File: src/rtl/pc_fetch_ctrl_pkg.sv
// Shared types and constants for the instruction-fetch sequencer.
package pc_fetch_ctrl_pkg;

    localparam int unsigned PC_WIDTH = 16;
    localparam int unsigned CNT_W    = 8;
    localparam logic [PC_WIDTH-1:0] RESET_VEC = 16'h0000;

    typedef enum logic [2:0] {
        ST_CLR    = 3'd0,
        ST_IDLE   = 3'd1,
        ST_FETCH  = 3'd2,
        ST_HOLD   = 3'd3,
        ST_HALTED = 3'd4,
        ST_ERR    = 3'd5
    } state_e;

    typedef struct packed {
        logic re;
        logic incre;
        logic sel;
        logic cs;
        logic w;
        logic r;
    } pc_ctrl_t;

    // States in which the sequencer is actively working on an instruction.
    function automatic logic is_busy(input state_e s);
        return (s == ST_CLR) || (s == ST_FETCH) || (s == ST_HOLD);
    endfunction

endpackage

File: src/rtl/pc_fetch_ctrl_timeout_ctr.sv
// Counts consecutive unanswered fetch requests; flags the last allowed one.
module fetch_timeout_ctr
    import pc_fetch_ctrl_pkg::*;
#(
    parameter int unsigned MAX_WAIT = 15
) (
    input  logic clk_i,
    input  logic rst_i,
    input  logic en_i,
    input  logic clr_i,
    output logic tc_o
);

    logic [CNT_W-1:0] cnt_q;
    logic [CNT_W-1:0] cnt_d;

    // tc marks the miss that exhausts the budget; the caller acts on it.
    assign tc_o = (cnt_q == CNT_W'(MAX_WAIT - 1));

    always_comb begin
        cnt_d = cnt_q;
        if (clr_i) begin
            cnt_d = '0;
        end else if (en_i && !tc_o) begin
            cnt_d = cnt_q + CNT_W'(1);
        end
    end

    always_ff @(posedge clk_i or posedge rst_i) begin
        if (rst_i) begin
            cnt_q <= '0;
        end else begin
            cnt_q <= cnt_d;
        end
    end

endmodule

File: src/rtl/pc_fetch_ctrl.sv
// Fetch sequencer: drives PC control pins, requests instruction words and
// hands them to decode over a valid/ack handshake.
module pc_fetch_ctrl
    import pc_fetch_ctrl_pkg::*;
#(
    parameter int unsigned WIDTH    = PC_WIDTH,
    parameter int unsigned MAX_WAIT = 15
) (
    input  logic             clk_i,
    input  logic             re_i,
    input  logic             start_i,
    input  logic             stall_i,
    input  logic             halt_i,
    input  logic             jmp_valid_i,
    input  logic [WIDTH-1:0] jmp_addr_i,
    input  logic [WIDTH-1:0] pc_in_i,
    output logic             pc_re_o,
    output logic             pc_incre_o,
    output logic             pc_sel_o,
    output logic             pc_cs_o,
    output logic             pc_w_o,
    output logic             pc_r_o,
    output logic [WIDTH-1:0] pc_load_o,
    output logic             mem_req_o,
    output logic [WIDTH-1:0] mem_addr_o,
    input  logic             mem_ready_i,
    input  logic [WIDTH-1:0] mem_data_i,
    output logic [WIDTH-1:0] instr_o,
    output logic             instr_valid_o,
    input  logic             instr_ack_i,
    output logic             busy_o,
    output logic             timeout_o
);

    state_e           state_q;
    logic [WIDTH-1:0] instr_q;
    logic             instr_valid_q;
    logic             timeout_q;

    logic     req_c;
    logic     hit_c;
    logic     miss_c;
    logic     tc_c;
    pc_ctrl_t pc_ctrl;

    // Stall only masks the request; mem_ready without a request is ignored.
    assign req_c  = !re_i && (state_q == ST_FETCH) && !stall_i;
    assign hit_c  = req_c && mem_ready_i;
    assign miss_c = req_c && !mem_ready_i;

    fetch_timeout_ctr #(
        .MAX_WAIT (MAX_WAIT)
    ) u_timeout (
        .clk_i (clk_i),
        .rst_i (re_i),
        .en_i  (miss_c),
        .clr_i (hit_c),
        .tc_o  (tc_c)
    );

    always_ff @(posedge clk_i or posedge re_i) begin
        if (re_i) begin
            state_q       <= ST_CLR;
            instr_q       <= '0;
            instr_valid_q <= 1'b0;
            timeout_q     <= 1'b0;
        end else begin
            case (state_q)
                ST_CLR: state_q <= ST_IDLE;
                ST_IDLE: begin
                    if (start_i) state_q <= ST_FETCH;
                end
                ST_FETCH: begin
                    if (hit_c) begin
                        instr_q       <= mem_data_i;
                        instr_valid_q <= 1'b1;
                        state_q       <= ST_HOLD;
                    end else if (miss_c && tc_c) begin
                        timeout_q <= 1'b1;
                        state_q   <= ST_ERR;
                    end
                end
                ST_HOLD: begin
                    if (instr_ack_i) begin
                        instr_valid_q <= 1'b0;
                        state_q       <= halt_i ? ST_HALTED : ST_FETCH;
                    end
                end
                ST_HALTED: begin
                    if (start_i) state_q <= ST_FETCH;
                end
                ST_ERR: state_q <= ST_ERR;
                default: state_q <= ST_CLR;
            endcase
        end
    end

    // PC pins decode from state; the PC commit happens in the ack cycle itself.
    always_comb begin
        pc_ctrl   = '0;
        pc_load_o = '0;
        mem_req_o = 1'b0;
        busy_o    = 1'b0;
        if (!re_i) begin
            pc_ctrl.cs = 1'b1;
            pc_ctrl.r  = 1'b1;
            mem_req_o  = req_c;
            busy_o     = is_busy(state_q);
            case (state_q)
                ST_CLR: begin
                    pc_ctrl.re = 1'b1;
                    pc_ctrl.w  = 1'b1;
                    pc_load_o  = WIDTH'(RESET_VEC);
                end
                ST_HOLD: begin
                    if (instr_ack_i) begin
                        pc_ctrl.w = 1'b1;
                        if (jmp_valid_i) begin
                            pc_ctrl.sel = 1'b1;
                            pc_load_o   = jmp_addr_i;
                        end else begin
                            pc_ctrl.incre = 1'b1;
                        end
                    end
                end
                default: ;
            endcase
        end
    end

    assign pc_re_o       = pc_ctrl.re;
    assign pc_incre_o    = pc_ctrl.incre;
    assign pc_sel_o      = pc_ctrl.sel;
    assign pc_cs_o       = pc_ctrl.cs;
    assign pc_w_o        = pc_ctrl.w;
    assign pc_r_o        = pc_ctrl.r;
    assign mem_addr_o    = re_i ? '0 : pc_in_i;
    assign instr_o       = instr_q;
    assign instr_valid_o = instr_valid_q;
    assign timeout_o     = timeout_q;

endmodule
File: config.mk
export PLATFORM = sky130hd
export DESIGN_NAME = pc_fetch_ctrl
export DESIGN_NICKNAME = d
export VERILOG_FILES = /design/src/rtl/pc_fetch_ctrl_pkg.sv /design/src/rtl/pc_fetch_ctrl_timeout_ctr.sv /design/src/rtl/pc_fetch_ctrl.sv
export SDC_FILE = /design/constraint.sdc
export NUM_CORES = 1
export LEC_CHECK = 0
export CORE_ASPECT_RATIO = 0.5
export CORE_MARGIN = 1.5
export CORE_UTILIZATION = 39
export CTS_CLUSTER_SIZE = 30
export DETAILED_ROUTE_END_ITERATION = 6
export PLACE_DENSITY = 0.87
export SETUP_SLACK_MARGIN = 0.02
export SYNTH_ARGS = -nofsm -noshare
export SYNTH_HDL_FRONTEND = slang
export SYNTH_HIERARCHICAL = 1
export SYNTH_SLANG_ARGS = --single-unit
File: constraint.sdc
create_clock -name clk_i -period 3.2 [get_ports clk_i]
set_input_delay 0.64 -clock clk_i [delete_from_list [all_inputs] [get_ports clk_i]]
set_output_delay 0.64 -clock clk_i [all_outputs]
set_load 0.03 [all_outputs]
Word-level counts from Yosys, hierarchy flattened
Index checks and enable logic that the tools add are counted.
W data, S select, Z words.
Cells by class
  add/subtract/negate cells: 1
  reductions and logical operators: 20
  mux-type cells: 26
  bitwise logic cells: 1
  equality and inequality tests: 10
Operator list (count)
  $mux W16: 5
  $mux W8: 2
  $mux W3: 5
  $pmux W3 S5: 1
  $reduce_and A3 Y1: 3
  $add A8 B1 Y8 const B: 1
  $eq A8 B4 Y1 const B: 1
  $mux W1: 8
  $eq A3 B2 Y1 const B: 2
  $eq A3 B3 Y1 const B: 2
  $logic_and A1 B1 Y1: 6
  $mux W6: 1
  $logic_not A1 Y1: 4
  $mux W2: 2
  $ne A2 B2 Y1 const B: 2
  $pmux W1 S2: 2
  $reduce_bool A2 Y1: 2
  $eq A3 B1 Y1 const B: 1
  $logic_not A3 Y1: 1
  $ne A3 B2 Y1 const B: 1
  $logic_or A1 B1 Y1: 2
  $ne A2 B1 Y1 const B: 1
  $reduce_and A2 Y1: 1
  $reduce_or A2 Y1: 1
  $not A1 Y1: 1
Storage, ports and cells
  bits in registers: 29
  output and inout bits: 58
  input port bits: 56
  word-level logic and storage cells: 63

Logic depth before layout (Yosys ltp)
  word-level depth: 8
  mapped depth: 7
  mapped depth without buffers: 7

Cells and area by module
Netlist, hierarchy kept.
Modules (own cells, without submodules)
  pc_fetch_ctrl: area each 1243.7 um^2, cells an instance 114, seq. area each 525.5 um^2, instances 1
  fetch_timeout_ctr: area each 460.4 um^2, cells an instance 49, seq. area each 200.2 um^2, instances 1

Worst setup path before layout
No wires, ideal clock.
  path kind: input port to flip-flop
  start point: in re_i
  end point: reg u_timeout.cnt_q[7]
  data required time: 3.122 ns
  arrival: 2.416 ns
  stages on the path: 7
  buffers on the path: 1
  slack: 0.707 ns
  cells stage by stage: nor2_1 -> and3_1 -> nor2b_1 -> buf_2 -> nand3_1 -> or4_2 -> a21oi_1
Between the ends
  longest elaborated chain between the ends: 6
  elaborated cells on any way between the ends: 8
Ends and longest elaborated chain
  start: declaration: line pc_fetch_ctrl.sv:10  | input logic re_i,
  $logic_not A1 Y1 (no source line)
  $logic_and A1 B1 Y1 (2 in series): line pc_fetch_ctrl.sv:47  | assign req_c = !re_i && (state_q == ST_FETCH) && !stall_i;
  $logic_and A1 B1 Y1: line pc_fetch_ctrl.sv:49  | assign miss_c = req_c && !mem_ready_i;
  named net miss_c: line pc_fetch_ctrl.sv:42  | logic miss_c;
  $logic_and A1 B1 Y1: line pc_fetch_ctrl_timeout_ctr.sv:24  | end else if (en_i && !tc_o) begin
  $reduce_bool A2 Y1 (no source line)
  end signal: assignment: line pc_fetch_ctrl_timeout_ctr.sv:33  | cnt_q <= cnt_d;
  end: declaration: line pc_fetch_ctrl_timeout_ctr.sv:14  | logic [CNT_W-1:0] cnt_q;
The timed path passes the listed nets, and every way through them passes these cells.
A chain may end at the register's enable or synchronous reset.

Worst setup path in the final report
  start point: in re_i
  end point: out mem_addr_o[9]
Between the ends
  longest elaborated chain between the ends: 1
Ends and longest elaborated chain
  $mux W16: line pc_fetch_ctrl.sv:137  | assign mem_addr_o = re_i ? '0 : pc_in_i;
  end: declaration: line pc_fetch_ctrl.sv:25  | output logic [WIDTH-1:0] mem_addr_o,
No other way between the ends.

==> out/metrics.cfg <==
[global_route]
grt_max_degree=27
grt_pass1_vias=1641
grt_overflow=0
antenna_found_initial=0
met1_usage_pct=22.8
grt_pass1_wl_um=7490
grt_usage_pct=20.5
met3_usage_pct=4.48
use_met2_pct=38.2
gr-max-usage-layer=met2

[critical_path]
worst_path_max_delay_cell=clkdlybuf4s50_1
critical_path.startpoint_type=input pin
crit_family=buffers and inverters
worstSetupPathType=in2out
cp-end-kind=output pin
path_cells=clkdlybuf4s50_1, buf_4, nor2b_1, clkdlybuf4s50_1
crit_fanout=12
cp.buffers_inverters=3
worstPathRequired_ns=2.56
cpPeakStageDelay_ns=0.68
worstPathArrival_ns=2.34
crit_path_frequent_cell=clkdlybuf4s50_1

[clock_tree]
clk_pin_slew_worst_paths_ns=0.06
clock-sinks=29
ctsHoldBuffers=0
cts_setup_buffers=0
cts_root_buf=clkbuf_8
cts_buffer_depth=2
insertion_delay_ns=0.27
cts-buffers-inserted=5
cts_tree=built
cts.repair.resized=0
htreeDepth=2

[yosys]
syn_avg_cell_area_um2=10.5
synth_xor_area_share_pct=0.514
muxShareOfSynthArea_pct=13.0
synth_compound_area_share_pct=12.0
ys_ff_latch=29
yosysWarnings=6
syn-cell-area_mm2=0.00170
synth_edf_count=0
synthAdderAreaFrac_pct=1.47
syn_inst=163
synth_top_area_cell=dfrtp_1
synth-async-reset-ratio_pct=100
synth_fp_nets=221
netlist.area_leader.share_pct=42.6
synthTopCellsByArea=dfrtp_1 (43%), mux2_4 (7.0%), nor2b_1 (6.2%)
synth.distinct_cells=46
synth_top_family_by_area=simple AND/OR/NAND/NOR gates
yosysSeqAreaShare_pct=42.6
synth_simple_gate_area_share_pct=25.2
synth-main-ff-cell=dfrtp_1

[placement]
placed_cell_area_mm2=0.00284
dpl.cell_count=326
gp_congestion=0.822
dp_hpwl_um=3750
place_ws_ns=0.238
portBuffers=113

[die]
start_util_pct=42.1
die_w_um=96.5
pin_count=114
die_h_um=49.7
core_mm2=0.00404
dieArea_mm2=0.00480
num_rows=16

[routing]
drtAntennaViolNets=0
drtIter0Drc=79
viasPerCell=5.01
avgRoutedWirePerCell_um=14.4
drc=0
drt_wl_total_um=4810
vias=1673
dr.pass1.iters=4

[flow_run]
drv_cap=0

[hold_path]
hp-class=reg2reg

[timing]
setup_violations=0
tns_ns=0
slew_viol_final=0
slew_headroom_pct=61.6
grt_setup_unrepaired=false
worstMarginPinSlew_ns=0.575
finalClockSkew_ns=0.00518
fin_crit_sh_pct=93.1
layout_min_cycle_time_ns=2.98
max_clock_freq_ghz=0.336
setup_slack_ns=0.221
hold_viol_final=0

[layout]
layout_common_cells=clkdlybuf4s50_1 (93), dfrtp_1 (29), buf_4 (27), nor2b_1 (17), and2_1 (16)
diodes=0
stdcell_count=334
final_common_cell=clkdlybuf4s50_1
nNetsFinal=337
stdcell_area_mm2=0.00296
area_growth_pct=73.6
drive_above_1_share_pct=21.8

[power]
vdd_ir_drop_max_mv=0.632
leakage_nw=1.27
powerDensity_mw_per_mm2=701

[run_status]
status=complete, no violations

path summary, 6_finish.rpt:
path | from | end | slack (ns) | depth (start not counted)
min in group asynchronous | re_i | u_timeout/cnt_q[1] | 1.11 | 3
min reg2reg | timeout_o | timeout_o | 0.46 | 1
max | re_i | mem_addr_o[9] | 0.22 | 4
min | timeout_o | timeout_o | 0.46 | 1
max reg2reg | state_q[2] | u_timeout/cnt_q[7] | 1.09 | 6
max in group asynchronous | re_i | instr_o[6] | 1.71 | 4
flip-flops by register name, indices dropped and copies added (netlist names):
name / count
instr_o: 16
u_timeout/cnt_q: 8
instr_valid_o: 1
state_q: 3
timeout_o: 1
kinds of logic after synthesis:
kind of cell    after synthesis
xor+xnor                      1
compound gates               29
simple gates                 68
flops                        29
mux                          17
buf+inv                      17
fa+ha+maj                     2
synthesized netlist by cell type (4+ instances only):
library cell	number
nand2_1	4
dfrtp_1	29
inv_1	6
mux2_2	9
nor2_1	8
o21ai_0	5
and2_1	16
a21oi_1	7
nor2b_1	17
mux2_4	8
per-layer routing:
| metal | routed length (µm) | up-vias |
|---|---|---|
| met5 | 0 | - |
| met4 | 82 | 0 |
| met3 | 409 | 8 |
| met2 | 2450 | 75 |
| met1 | 1870 | 790 |
| li1 | - | 800 |
final cells by class:
class / instances / area [µm²]
clock buffer: 6 / 82.6
clock inverter: 2 / 37.5
timing repair buffer: 120 / 1130
multi-input combinational: 117 / 888
tap: 54 / 67.6
inverter: 6 / 22.5
sequential: 29 / 726
fill: 279 / 1090
where the power goes:
part | leakage [nW] | internal [mW] | switching, mW
Sequential | 0.368 | 0.502 | 0.154
Clock | 0.0574 | 0.253 | 0.136
Combinational | 0.844 | 0.522 | 0.505
Total | 1.27 | 1.28 | 0.795
stage by stage:
stage	hold slack (ns)	util, %	total power [mW]
finish	0.460	73.1	2.07
global route	0.508	73.1	2.19
CTS	0.469	73.1	2.09
detailed placement	0.451	70.2	1.69
global placement	0.451	70.2	1.66
floorplan	0.456	-	1.27
(Power assumes the default switching activity.)
